$ cat src/rtl/bomb_sequencer.sv
// Round controller for the bomb: picks the live puzzle modules on start, runs the
// countdown and strike count while armed, and holds the win/loss result until the next start.
module bomb_sequencer #(
  parameter int unsigned TICK_CYCLES   = 27_000_000,
  parameter int unsigned START_SECONDS = 300,
  parameter int unsigned MAX_STRIKES   = 3,
  parameter logic [3:0]  FIXED_MASK    = 4'b0000
) (
  input  logic       clock,
  input  logic       reset,
  input  logic       start,
  input  logic [3:0] module_defused,
  input  logic [3:0] module_strike,
  output logic [3:0] enable,
  output logic       accum_enable,
  output logic [9:0] seconds_left,
  output logic [1:0] strikes,
  output logic       game_won,
  output logic       game_lost,
  output logic       busy
);

  localparam int unsigned PW = (TICK_CYCLES > 1) ? $clog2(TICK_CYCLES) : 1;
  localparam logic [PW-1:0] TICK_LAST = PW'(TICK_CYCLES - 1);
  localparam logic [2:0] MAX_S3 = 3'(MAX_STRIKES);
  localparam logic [9:0] START_S = 10'(START_SECONDS);
  localparam logic [15:0] LFSR_SEED = 16'hACE1;

  typedef enum logic [2:0] {StIdle, StSetup, StArmed, StWon, StLost} state_e;

  state_e        state;
  logic [15:0]   lfsr;
  logic [3:0]    mask;
  logic [PW-1:0] prescale;

  logic [15:0] lfsr_next;
  logic [3:0]  sel_mask;
  logic [3:0]  start_mask;
  logic [3:0]  hit;
  logic [2:0]  strike_sum;
  logic [1:0]  new_strikes;
  logic        tick;
  logic        win;
  logic        loss;

  always_comb begin
    lfsr_next   = {lfsr[14:0], lfsr[15] ^ lfsr[13] ^ lfsr[12] ^ lfsr[10]};
    sel_mask    = (FIXED_MASK != 4'b0000) ? FIXED_MASK : lfsr[3:0];
    // A round always has at least two live modules.
    start_mask  = ($countones(sel_mask) < 2) ? (sel_mask | 4'b0011) : sel_mask;
    hit         = module_strike & enable;
    strike_sum  = {1'b0, strikes} + {2'b0, hit[0]} + {2'b0, hit[1]}
                + {2'b0, hit[2]} + {2'b0, hit[3]};
    new_strikes = (strike_sum >= MAX_S3) ? MAX_S3[1:0] : strike_sum[1:0];
    tick        = (prescale == TICK_LAST);
    win         = ((module_defused & enable) == enable);
    loss        = ({1'b0, new_strikes} == MAX_S3) || (tick && seconds_left == 10'd1);
  end

  always_ff @(posedge clock or posedge reset) begin
    if (reset) begin
      state        <= StIdle;
      lfsr         <= LFSR_SEED;
      mask         <= 4'b0000;
      prescale     <= '0;
      enable       <= 4'b0000;
      accum_enable <= 1'b0;
      seconds_left <= 10'd0;
      strikes      <= 2'd0;
      game_won     <= 1'b0;
      game_lost    <= 1'b0;
      busy         <= 1'b0;
    end else begin
      lfsr <= lfsr_next;
      unique case (state)
        StIdle, StWon, StLost: begin
          if (start) begin
            state        <= StSetup;
            mask         <= start_mask;
            seconds_left <= START_S;
            strikes      <= 2'd0;
            game_won     <= 1'b0;
            game_lost    <= 1'b0;
            prescale     <= '0;
            busy         <= 1'b1;
          end
        end
        StSetup: begin
          state        <= StArmed;
          enable       <= mask;
          accum_enable <= 1'b1;
        end
        StArmed: begin
          strikes  <= new_strikes;
          prescale <= tick ? '0 : prescale + 1'b1;
          if (tick && seconds_left != 10'd0) seconds_left <= seconds_left - 10'd1;
          if (win || loss) begin
            state        <= win ? StWon : StLost;
            game_won     <= win;
            game_lost    <= !win;
            enable       <= 4'b0000;
            accum_enable <= 1'b0;
            busy         <= 1'b0;
          end
        end
        default: state <= StIdle;
      endcase
    end
  end

endmodule
$ cat config.mk
export PLATFORM = sky130hd
export DESIGN_NAME = bomb_sequencer
export DESIGN_NICKNAME = d
export VERILOG_FILES = /design/src/rtl/bomb_sequencer.sv
export SDC_FILE = /design/constraint.sdc
export NUM_CORES = 1
export LEC_CHECK = 0
export ABC_AREA = 1
export BUFFER_PORTS_ARGS = -buffer_cell sky130_fd_sc_hd__buf_2
export CORE_ASPECT_RATIO = 2
export CORE_MARGIN = 2
export CORE_UTILIZATION = 35
export DETAILED_ROUTE_END_ITERATION = 10
export PLACE_DENSITY = 0.54
export SLEW_MARGIN = 20
export SYNTH_ARGS = -nofsm -noshare
export SYNTH_HDL_FRONTEND = slang
export SYNTH_SLANG_ARGS = --single-unit
$ cat constraint.sdc
create_clock -name clock -period 2.5 [get_ports clock]
set_input_delay 0.5 -clock clock [delete_from_list [all_inputs] [get_ports clock]]
set_output_delay 0.5 -clock clock [all_outputs]
set_load 0.02 [all_outputs]
---- Yosys cells after proc, flatten, opt, wreduce, memory -nomap -nowiden ----
Index checks and enable logic that the tools add are counted.
operators by class
  muxes and demuxes ....................... 25
  bitwise logic cells ..................... 5
  equality and inequality tests ........... 11
  add/subtract/negate cells ............... 9
  order comparisons ....................... 2
  reduce and logical (&&, ||, !) cells .... 16
operators with widths
  operator                                                                 number
  25-bit two-way mux                                                       2
  25-bit case mux with 2 select lines                                      1
  25-bit by 1-bit adder with 25-bit output (second input constant)         1
  25-bit equality test (second input constant)                             1
  10-bit two-way mux                                                       2
  10-bit case mux with 2 select lines                                      1
  10-bit by 1-bit equality test with 1-bit output (second input constant)  1
  10-bit nonzero test                                                      1
  10-bit by 1-bit subtractor with 10-bit output (second input constant)    1
  3-bit by 1-bit adder with 3-bit output                                   3
  3-bit two-way mux                                                        3
  3-bit case mux with 3 select lines                                       1
  4-bit AND                                                                2
  1-bit case mux with 2 select lines                                       4
  4-bit case mux with 2 select lines                                       1
  2-bit AND reduction                                                      4
  3-bit by 2-bit equality test with 1-bit output (second input constant)   2
  2-bit two-way mux                                                        3
  2-bit inequality test (second input constant)                            3
  3-bit AND reduction                                                      2
  1-bit two-way mux                                                        5
  1-bit by 1-bit adder with 2-bit output                                   2
  4-bit equality test                                                      1
  4-bit two-way mux                                                        1
  other kinds (15)                                                         20
storage, ports and cells
  bits of input ports ..................... 11
  bits in registers ....................... 68

---- Longest topological paths before layout ----
Gate-level depths: netlist (run 1).
  word-level depth ........................ 12
  depth in mapped cells ................... 12

---- Worst setup path after synthesis (run 1) ----
No wires, ideal clock.
  path kind ............................... register to register
  start point ............................. reg enable[0]
  end point ............................... reg enable[2]
  arrival time ............................ 2548 ps
  stages on the path, launching flop included .. 13
  path slack .............................. -114 ps
  library setup time ...................... 66 ps
  cells stage by stage .................... dfrtp_1 > nand2_1 > fa_1 > fa_1 > inv_1 > fa_1 > nor2_1 > nor2_1 > nor2_1 > nand2_1 > nand2_1 > nand3_1 > nand2_1
between the ends
  cells in the longest elaborated chain, start to end .. 12
  elaborated cells between the ends (all ways) .. 14
  those cells by class .................... add/sub (4); order compare (1); eq/ne (3); mux (1); bitwise (2); reduce/logical (3)
ends and longest elaborated chain
  item                                                 line  source
  start: declaration                                   14    output logic [3:0] enable,
  start signal: assignment                             90    enable <= mask;
  4-bit AND                                            51    hit = module_strike & enable;
  2-bit by 1-bit adder with 3-bit output               52    strike_sum = {1'b0, strikes} + {2'b0, hit[0]} + {2'b0, hit[1]}
  3-bit by 1-bit adder with 3-bit output               52
  3-bit by 1-bit adder with 3-bit output (2 in a row)  53    + {2'b0, hit[2]} + {2'b0, hit[3]};
  3-bit by 2-bit >= comparator with 1-bit output       54    new_strikes = (strike_sum >= MAX_S3) ? MAX_S3[1:0] : strike_sum[1:0];
  2-bit two-way mux                                    54
  2-bit equality test                                  57    loss = ({1'b0, new_strikes} == MAX_S3) || (tick && seconds_left == 10'd1);
  1-bit logical OR                                     57
  1-bit logical OR (*)                                 97    if (win || loss) begin
  2-bit inequality test (no line) (*)                  --
  2-bit AND reduction (no line) (*)                    --
Every way passes the cells marked *; elsewhere a longest branch is shown, timed or not.
A chain may end at the register's enable or synchronous reset.

---- Final worst setup path (run 1) ----
  start point ............................. reg enable[2]
  end point ............................... reg enable[1]
between the ends
  cells in the longest elaborated chain, start to end .. 10
  elaborated cells between the ends (all ways) .. 12
  those cells by class .................... add/sub (2); order compare (1); eq/ne (3); mux (1); bitwise (2); reduce/logical (3)
ends and longest elaborated chain
  item                                                 line
  4-bit AND                                            51
  3-bit by 1-bit adder with 3-bit output (2 in a row)  53
  3-bit by 2-bit >= comparator with 1-bit output       54
  2-bit two-way mux                                    54
  2-bit equality test                                  57
  1-bit logical OR                                     57
  1-bit logical OR (*)                                 97
  2-bit inequality test (no line) (*)                  --
  2-bit AND reduction (no line) (*)                    --
Marked as above.

==> run summary, run 1 <==
Run status -> complete, no violations
Initial antenna violation count -> 0
Die width -> 75.5 µm
Cell taking the most area after synthesis -> dfrtp_1
CTS H-tree depth -> 3
GR Layer Usage met3 -> 3.50%
Vias in the first global route -> 3050
Nets -> 506
Slowest stage cell, crit path -> fa_1
Die ar. -> 11100 µm²
Core Rows -> 52
Seq cells post-synth -> 68
Tcrit/Tclk final -> 96.5%
Overall global routing resource usage -> 17.9%
Tmin final -> 2.41 ns
DRC viols -> 0
IO Port Bufs -> 30
DRT iter0 DRCs -> 208
CTS Buf Count -> 9
CP Buf/Inv Count -> 1
Worst-margin pin slew -> 0.503 ns
CP required -> 2.77 ns
Final Hold Fails -> 0
Via count -> 2996
Busiest grt layer -> met2
Crit. End Element -> flop
Worst slack at placement -> -0.200 ns
Worst-skew pair later-pin latency -> 0.33 ns
Fillers -> 1056
Number of flops mapped to enable cells by yosys -> 0
Global-route wire length before repair -> 14.8 mm
CP Data Arrival Time -> 2.69 ns
Tightest Hold Check Type -> in2async
RSZ-0062 raised after global routing -> yes
Synth Warn # -> 0
CP Class -> reg2reg
GR Layer Usage met1 -> 18.9%
Setup Buffers After CTS -> 0
Library cells used by synthesis -> 35
Via density per instance -> 4.77
Clock skew -> 0.00941 ns
P&R area growth vs syn -> 20.0%
Post-route ant nets -> 0
Largest delay share family, worst path -> adder cells
Overall Power -> 0.00460 W
GPL Wtd Cong -> 0.813
ANT cells -> 0
Post-Syn Instances -> 445
WL/cell -> 14.2 µm
Mapped Area -> 3570 µm²
Remaining Overflow, GRT -> 0
Met2 GRT Util -> 32.0%
Largest net degree at the start of global routing -> 28
Max_slew headroom -> 66.2%
Clock sinks -> 68
Area of the core -> 10000 µm²
Max incr delay on CP -> 0.43 ns
Root buf cell -> clkbuf_16
FF-to-FF path depth -> 12
Hold Slack -> 0.136 ns
Initial Util -> 35.7%
Mapped Avg Cell Area -> 8.03 µm²
PwrDens -> 1070 nW/µm²
Reg2Reg Setup Slack -> 0.09 ns
Slew Viols, Final -> 0
Ratio of cells with drive above 1 in the final layout -> 20.7%
Asr flop ratio synth -> 100%
Sequential fraction of the synthesis area -> 47.9%
WL final -> 8.90 mm
DIE HEIGHT -> 147 µm
Pre-antenna DRT Iters -> 4
Leak pwr -> 2.07 nW
Peak VDD IR -> 0.581 mV
Num ports -> 31
DP HPWL -> 6.71 mm
Setup crit start kind -> flop
CP max FO -> 5
FF-to-FF Start -> enable[2]
Clock Path Buffers -> 2
Yosys top cell area share -> 42.0%
Worst R2R End -> enable[1]
Final WS setup -> 0.0874 ns
Max-cap viol count -> 0
Syn nets -> 463
Top FF cell, synth -> dfrtp_1
Top cells by area, synth -> dfrtp_1 42%, nand2_1 13%, nand3_1 7.0%
TritonCTS clock tree -> built
Setup violators final -> 0
Max Clk Rate -> 0.414 GHz
Critical path, cell by cell -> nand2_2, fa_1, fa_2, inv_2, fa_1, nor2_2, nor2_1, nor2_2, nand2_1, nand2_2, nand3_1, nand2_1
Clock slew at reported path FFs -> 0.06 ns
-- Yosys cell counts, types with 3 or more instances --
cell       n
buf_2      3
dfrtp_1   60
dfstp_2    8
fa_1       4
ha_1       3
inv_1     49
inv_2      5
nand2_1  128
nand2_2    7
nand3_1   50
nand4_1    6
nor2_1    42
nor2_2     4
nor3_1     8
o21ai_0   15
o21ai_1    3
o22ai_1   12
xnor2_1    3
xor2_1    15
-- through the flow --
step / TNS, ns / instance area, µm² / utilization [%] / instances
2_1_floorplan: 0 / 3580 / - / 445
3_3_place_gp: -1.56 / 3930 / 39.2 / 612
3_5_place_dp: -1.65 / 3930 / 39.2 / 612
4_1_cts: 0 / 4270 / 42.6 / 628
5_1_grt: -0.142 / 4290 / 42.8 / 628
6_report: 0 / 4290 / 42.8 / 628
-- flip-flops by register name, indices dropped and copies added, names as in the netlist --
register,cells
strikes,2
busy,1
enable,4
game_lost,1
state,3
game_won,1
prescale,25
lfsr,16
mask,4
seconds_left,10
accum_enable,1
-- cell families after synthesis --
kind of cell / count (synthesis) / synth area share, %
AO/OA/AOI/OAI: 37 / 6.23
flip-flops: 68 / 47.9
adder cells (fa/ha/maj): 7 / 3.29
AND/OR/NAND/NOR: 252 / 30.9
XOR/XNOR: 18 / 4.41
buffers and inverters: 63 / 7.28
-- worst register-to-register path: stages (launching register included) --
cell	delay (ns)
dfrtp_2	0.41
nand2_2	0.07
fa_1	0.43
fa_2	0.35
inv_2	0.06
fa_1	0.41
nor2_2	0.11
nor2_1	0.06
nor2_2	0.12
nand2_1	0.10
nand2_2	0.12
nand3_1	0.08
nand2_1	0.06
-- layout by cell type (no fill, tap or decap), types with 2 or more instances in the layout --
master,count
buf_4,8
inv_1,46
clkbuf_16,9
ha_1,3
clkinv_4,3
o21bai_1,2
dfrtp_2,2
nand2_2,11
o21ai_0,15
nor2_1,40
xnor2_1,3
dfstp_2,8
or2_2,2
nand3_2,3
fa_1,3
nor3_1,8
inv_2,8
o21ai_1,3
dfrtp_1,58
a21oi_1,2
nand3_1,48
nor2_2,6
nand4_1,6
buf_2,30
o22ai_1,12
nand2_1,124
xor2_1,15
bufinv_16,2
-- worst max-delay path by stage --
stage                      from  slack, ns   endpoint  cells past startpoint
2_1_floorplan  module_strike[2]       0.04       busy                     12
3_3_place_gp   module_strike[2]      -0.18  game_lost                     13
3_5_place_dp   module_strike[2]      -0.20   game_won                     13
4_1_cts               enable[2]      0.005   game_won                     12
5_1_grt               enable[2]      -0.03  enable[3]                     12
6_report              enable[2]       0.09  enable[1]                     12
-- per-layer routing --
layer | share of wire (%) | wire, µm
met1 | 38 | 3350
met4 | 2.9 | 258
met2 | 58 | 5130
met5 | 0 | 0
met3 | 1.9 | 169
-- repair_timing --
action	CTS	global route
gates resized for setup	1	8
pin swaps	0	1
hold buffers	0	0
endpoints found under the setup margin	1	11
-- final cells by class --
class	count	area, µm²	area share [%]
clock buffers	10	239	5.57
clock inverters	6	95.1	2.22
inverters	56	211	4.93
multi-input cells	314	1630	38.0
flip-flops and latches	68	1710	40.0
well taps	135	169	3.94
repair buffers	39	230	5.37
-- report_power, final --
group / internal [W] / leakage (nW) / total [W] / switching [W]
clock: 0.000909 / 0.163 / 0.00141 / 0.000500
sequential: 0.00129 / 0.883 / 0.00147 / 0.000183
combinational: 0.000531 / 1.03 / 0.00172 / 0.00119
total: 0.00273 / 2.07 / 0.00460 / 0.00187
Note: power is estimated with default switching activity, not from simulation.
==> run 2: changes to the inputs <==
==> constraint.sdc (replaced) <==
create_clock -name clock -period 2.5 [get_ports clock]
set_input_delay 0.5 -clock clock [delete_from_list [all_inputs] [get_ports clock]]
set_output_delay 0.5 -clock clock [all_outputs]
set_load 0.01 [all_outputs]
==> run 2 against run 1 <==
  * The run now ends with negative setup slack left
  * Fmax fell by 4.1%
  * Total power is 3.9% lower
  * Setup slack got worse by 0.10 ns
  * Core utilization down 0.54 points
  * Combinational power fell by 6%
==> run summary, run 2 (synthesis results as in run 1) <==
CP Data Arrival Time -> 2.80 ns (+0.11 ns)
Pre-antenna DRT Iters -> 6 (+2)
P&R area growth vs syn -> 18.5%
Clock Path Buffers -> 2 (unchanged)
Remaining Overflow, GRT -> 0 (unchanged)
Run status -> finished with violations
Crit. End Element -> flop
Setup violators final -> 3 (+3)
Ratio of cells with drive above 1 in the final layout -> 19.1% (-1.5 points)
Most common cell after layout, fill and taps aside -> nand2_1
Tmin final -> 2.52 ns (+0.104 ns)
ANT cells -> 0 (unchanged)
Vias in the first global route -> 3205 (+5.1%)
Largest net degree at the start of global routing -> 69 (+150%)
Root buf cell -> clkbuf_16
Die ar. -> 11100 µm² (unchanged)
FF-to-FF path depth -> 12 (unchanged)
Num ports -> 31 (unchanged)
Post-route ant nets -> 0 (unchanged)
Violated checks -> negative setup slack
Hold_buf cts -> 0 (unchanged)
Worst R2R End -> enable[2]
WL/cell -> 14.5 µm (+2.0%)
IO Port Bufs -> 30 (unchanged)
Die width -> 75.5 µm (unchanged)
CTS Buf Count -> 9 (unchanged)
CP required -> 2.78 ns (about the same)
Core Rows -> 52 (unchanged)
CTS H-tree depth -> 3 (unchanged)
Clock sinks -> 68 (unchanged)
Most frequent cells in the layout -> 126 x nand2_1, 60 x dfrtp_1, 48 x nand3_1
RSZ-0062 raised after global routing -> yes
DIE HEIGHT -> 147 µm (unchanged)
Slew Viols, Final -> 0 (unchanged)
Area of the core -> 10000 µm² (unchanged)
Top flop regs -> prescale x25, lfsr x16, seconds_left x10
CP Capture Point -> enable[2]
Nets -> 504 (-0.40%)
Peak VDD IR -> 0.599 mV (+3.2%)
Tcrit/Tclk final -> 101% (+4.2 points)
TritonCTS clock tree -> built
PwrDens -> 1040 nW/µm² (-2.7%)
Max Clk Rate -> 0.397 GHz (-4.1%)
Tightest Hold Check Type -> in2async
CP Class -> reg2reg
Via density per instance -> 4.84 (+1.5%)
Reg with most FFs -> prescale
Worst-margin pin slew -> 0.528 ns (+0.0249 ns)
Post-DP Area -> 3910 µm² (-0.45%)
DP HPWL -> 6.52 mm (-2.9%)
Global-route wire length before repair -> 15.1 mm (+1.9%)
DRT iter0 DRCs -> 182 (-13%)
FF-to-FF Start -> strikes[0]
Max FFs per register -> 25 (unchanged)
Clock skew -> 0.00682 ns (-0.00259 ns)
Setup_tns -> -0.0331 ns (-0.0331 ns)
DRC viols -> 0 (unchanged)
GPL Wtd Cong -> 0.868 (+6.8%)
Max_slew headroom -> 64.5% (-1.7 points)
Crit. Startpoint -> strikes[0]
Worst-skew pair later-pin latency -> 0.34 ns (about the same)
Max-cap viol count -> 0 (unchanged)
Hold Slack -> 0.228 ns (+0.0912 ns)
Final Instance Area -> 4230 µm² (-1.3%)
Via count -> 3031 (+1.2%)
Initial Util -> 35.7% (unchanged)
CP max FO -> 5 (unchanged)
Initial antenna violation count -> 0 (unchanged)
WL final -> 9.05 mm (+1.7%)
Clock slew at reported path FFs -> 0.06 ns (about the same)
Reg2Reg Setup Slack -> -0.02 ns (-0.10 ns)
Setup crit start kind -> flop
Leak pwr -> 2.05 nW (-1.1%)
Overall global routing resource usage -> 18.3% (+0.41 points)
Final Hold Fails -> 0 (unchanged)
Final WS setup -> -0.0167 ns (-0.104 ns)
[run 2: worst max-delay path, stage by stage, from the launching register on]
cell	delay, ns
dfrtp_1	0.36
inv_2	0.05
fa_1	0.51
fa_2	0.35
inv_2	0.06
fa_1	0.41
nor2_1	0.12
nor2_1	0.06
nor2_1	0.16
nand2_1	0.11
nand2_2	0.11
nand3_1	0.08
nand2_1	0.07
[run 2: how the worst min path moves through the flow]
stage / startpoint / end / slack, ns / cells after the start
final: reset / seconds_left[1] / 0.23 / 3
after CTS: reset / seconds_left[1] / 0.24 / 3
after detailed placement: lfsr[14] / lfsr[15] / 0.34 / 0
after global routing: reset / seconds_left[0] / 0.26 / 3
after floorplan: lfsr[8] / lfsr[9] / 0.33 / 0
after global placement: lfsr[14] / lfsr[15] / 0.34 / 0
[run 2: where the power goes]
part / leakage [nW] / switching [W] / internal [W]
Sequential: 0.886 / 0.000187 / 0.00129
Combinational: 1.02 / 0.00110 / 0.000521
Clock: 0.145 / 0.000535 / 0.000789
[run 2: stage by stage]
stage	instances	utilization, %	setup slack [ns]	total power, W
4_1_cts	626	42.1	-0.00303	0.00447
6_report	626	42.3	-0.0167	0.00442
3_5_place_dp	610	39.1	-0.252	0.00312
2_1_floorplan	445	-	0.0464	0.00262
3_3_place_gp	610	39.1	-0.191	0.00309
5_1_grt	626	42.3	-0.152	0.00476
[run 2: metal layers]
layer  track usage, %  part of all wire [%]  vias up
li1                 -                     -     1506
met3             3.84                   3.1       29
met4             8.68                   3.8        0
met2             32.9                    57       59
met1             19.2                    36     1437
met5                0                     0        -
[run 2: area by class of cell]
| class | count | area (µm²) |
|---|---|---|
| multi-input cells | 314 | 1620 |
| fillers | 1040 | 5790 |
| clock inverters | 7 | 82.6 |
| clock buffers | 9 | 225 |
| well taps | 135 | 169 |
| flip-flops and latches | 68 | 1710 |
| inverters | 56 | 211 |
| repair buffers | 37 | 215 |
[run 2: what timing repair did]
action                     4_1_cts  5_1_grt
pin swaps                        1        2
setup endpoints to repair        5       11
resized for setup                2        3
hold endpoints to repair         0        0
setup buffers                    0        0
==> run 3: changes to the inputs <==
- CELL_PAD_IN_SITES_DETAIL_PLACEMENT: unset -> 0
- CELL_PAD_IN_SITES_GLOBAL_PLACEMENT: unset -> 2
- CORE_UTILIZATION: 35 -> 32
- PLACE_DENSITY: 0.54 -> 0.76
==> run 3 against run 2 <==
  * The run now ends clean
  * Global-route usage fell by 1.6 points
  * Combinational power rose by 4%
  * Core utilization fell by 2.9 points
==> run summary, run 3 (synthesis results as in run 1) <==
WL/cell -> 14.8 µm (+2.2%)
Vias in the first global route -> 3101 (-3.2%)
Clock sinks -> 68 (unchanged)
Run status -> complete, no violations
Net Sw Power -> 0.00186 W (+1.7%)
CTS H-tree depth -> 3 (unchanged)
Final WS setup -> 0.0878 ns (+0.104 ns)
DRT iter0 DRCs -> 139 (-24%)
Worst-margin pin slew -> 0.553 ns (+0.0250 ns)
Setup violators final -> 0 (-3)
FF-to-FF Start -> enable[2]
Total internal power -> 0.00262 W (+0.84%)
CP max FO -> 3 (-2)
Fillers -> 1142 (+9.8%)
Largest net degree at the start of global routing -> 48 (-30%)
Worst R2R End -> game_lost
P&R area growth vs syn -> 19.7%
Setup crit start kind -> flop
WL final -> 9.33 mm (+3.1%)
Most common cell after layout, fill and taps aside -> nand2_1
DP HPWL -> 6.94 mm (+6.5%)
CP required -> 2.78 ns (about the same)
TritonCTS clock tree -> built
DRC viols -> 0 (unchanged)
Area of the core -> 10900 µm² (+8.6%)
Max Clk Rate -> 0.415 GHz (+4.3%)
Initial Util -> 32.9% (-2.8 points)
FF-to-FF path depth -> 12 (unchanged)
Sw frac -> 41.5% (+0.22 points)
Overall global routing resource usage -> 16.7% (-1.6 points)
Clock power frac -> 29.3% (-0.6 points)
ANT cells -> 0 (unchanged)
Max-cap viol count -> 0 (unchanged)
Crit. Startpoint -> enable[2]
Worst slack at placement -> -0.226 ns (+0.0259 ns)
Core Rows -> 54 (+3.8%)
Tightest Hold Check Type -> in2async
CP Class -> reg2reg
Worst-skew pair later-pin latency -> 0.34 ns (about the same)
Tmin final -> 2.41 ns (-0.104 ns)
Leak pwr -> 2.06 nW (+0.67%)
Slew Viols, Final -> 0 (unchanged)
Remaining Overflow, GRT -> 0 (unchanged)
Area of the multi-input gates -> 1650 µm² (+2.0%)
Peak VDD IR -> 0.581 mV (-3.0%)
Hold_buf cts -> 0 (unchanged)
Final std cells w/o fill -> 632 (+0.96%)
Max FFs per register -> 25 (unchanged)
RSZ-0062 raised after global routing -> yes
Finished Core Util -> 39.3% (-2.9 points)
Post-route ant nets -> 0 (unchanged)
Reg with most FFs -> prescale
Clock Path Buffers -> 2 (unchanged)
Register area -> 1710 µm² (unchanged)
Tcrit/Tclk final -> 96.5% (-4.2 points)
Register share of total power -> 33.1% (-0.3 points)
Combinational power share -> 37.7% (+1.0 points)
Ratio of cells with drive above 1 in the final layout -> 20.7% (+1.6 points)
Root buf cell -> clkbuf_16
Clock skew -> 0.00623 ns (-0.000598 ns)
Most frequent cells in the layout -> 125 x nand2_1, 60 x dfrtp_1, 46 x inv_1
CTS Buf Count -> 9 (unchanged)
Die width -> 78.7 µm (+4.3%)
CP Capture Point -> game_lost
Reg2Reg Setup Slack -> 0.09 ns (+0.10 ns)
Global-route wire length before repair -> 15.4 mm (+1.6%)
Nets -> 505 (+0.20%)
Max_slew headroom -> 62.9% (-1.7 points)
Initial antenna violation count -> 0 (unchanged)
Final Hold Fails -> 0 (unchanged)
Num ports -> 31 (unchanged)
Die ar. -> 12100 µm² (+9.0%)
Crit. End Element -> flop
CP Data Arrival Time -> 2.69 ns (-0.11 ns)
Placed Cells -> 615 (+0.82%)
GPL Wtd Cong -> 0.827 (-4.8%)
Pre-antenna DRT Iters -> 4 (-2)
Via density per instance -> 4.70 (-3.0%)
IO Port Bufs -> 30 (unchanged)
Hold Slack -> 0.207 ns (-0.0209 ns)
PwrDens -> 1050 nW/µm² (+0.15%)
Via count -> 2968 (-2.1%)
DIE HEIGHT -> 153 µm (+4.5%)
Clock slew at reported path FFs -> 0.06 ns (about the same)
Top flop regs -> prescale x25, lfsr x16, seconds_left x10
[run 3: cell count changes in the layout (fill, tap and decap cells not counted), sizes merged]
cell	before	now
clkinvlp	2	1
buf	37	38
inv	58	57
clkinv	2	4
[run 3: area by class of cell]
cell class / instances / area share (%)
Clock buffer: 9 / 5.26
Tap cell: 140 / 4.09
Inverter: 56 / 4.94
Multi-Input combinational cell: 314 / 38.6
Timing Repair Buffer: 38 / 5.20
Clock inverter: 7 / 1.90
Sequential cell: 68 / 40.0
[run 3: worst min path at each step]
stage / to / slack, ns / cells after the start
6_report: seconds_left[3] / 0.21 / 2
2_1_floorplan: lfsr[9] / 0.33 / 0
3_3_place_gp: lfsr[15] / 0.34 / 0
5_1_grt: seconds_left[9] / 0.25 / 2
4_1_cts: seconds_left[7] / 0.22 / 2
3_5_place_dp: lfsr[9] / 0.34 / 0
[run 3: per-layer routing]
layer	track usage [%]	part of all wire, %	vias to the layer above	wire, µm
li1	-	-	1498	-
met5	0	0	-	0
met4	8.69	2.7	0	250
met1	17.3	38	1418	3590
met3	2.83	2.1	17	192
met2	31.2	57	35	5310
[run 3: critical path, cell delays in order (launching register included)]
cell and delay, ns:
dfrtp_1 0.37, nand2_1 0.08, fa_1 0.43, fa_2 0.35
inv_2 0.06, fa_1 0.41, nor2_2 0.11, nor2_1 0.06
nor2_2 0.13, nand3_2 0.13, nand2_2 0.10, nand2_1 0.06
nand2_1 0.05
[run 3: power groups by stage]
stage	sequential, W	combinational, W	clock (W)
after detailed placement	0.00150	0.00165	0
after CTS	0.00148	0.00166	0.00134
final	0.00148	0.00169	0.00131
after global placement	0.00150	0.00164	0
after global routing	0.00151	0.00191	0.00139
after floorplan	0.00151	0.00110	0
[run 3: what timing repair did]
action,CTS,global route
endpoints found under the hold margin,0,0
pin swaps,0,2
gates resized for setup,1,12
setup endpoints to repair,1,11
buffers inserted,0,1
[run 3: stage by stage]
stage | total power, W | TNS, ns | area (µm²)
finish | 0.00448 | 0 | 4280
global placement | 0.00314 | -1.62 | 3920
CTS | 0.00448 | 0 | 4230
global route | 0.00482 | -0.601 | 4280
detailed placement | 0.00315 | -1.95 | 3920
floorplan | 0.00262 | 0 | 3580
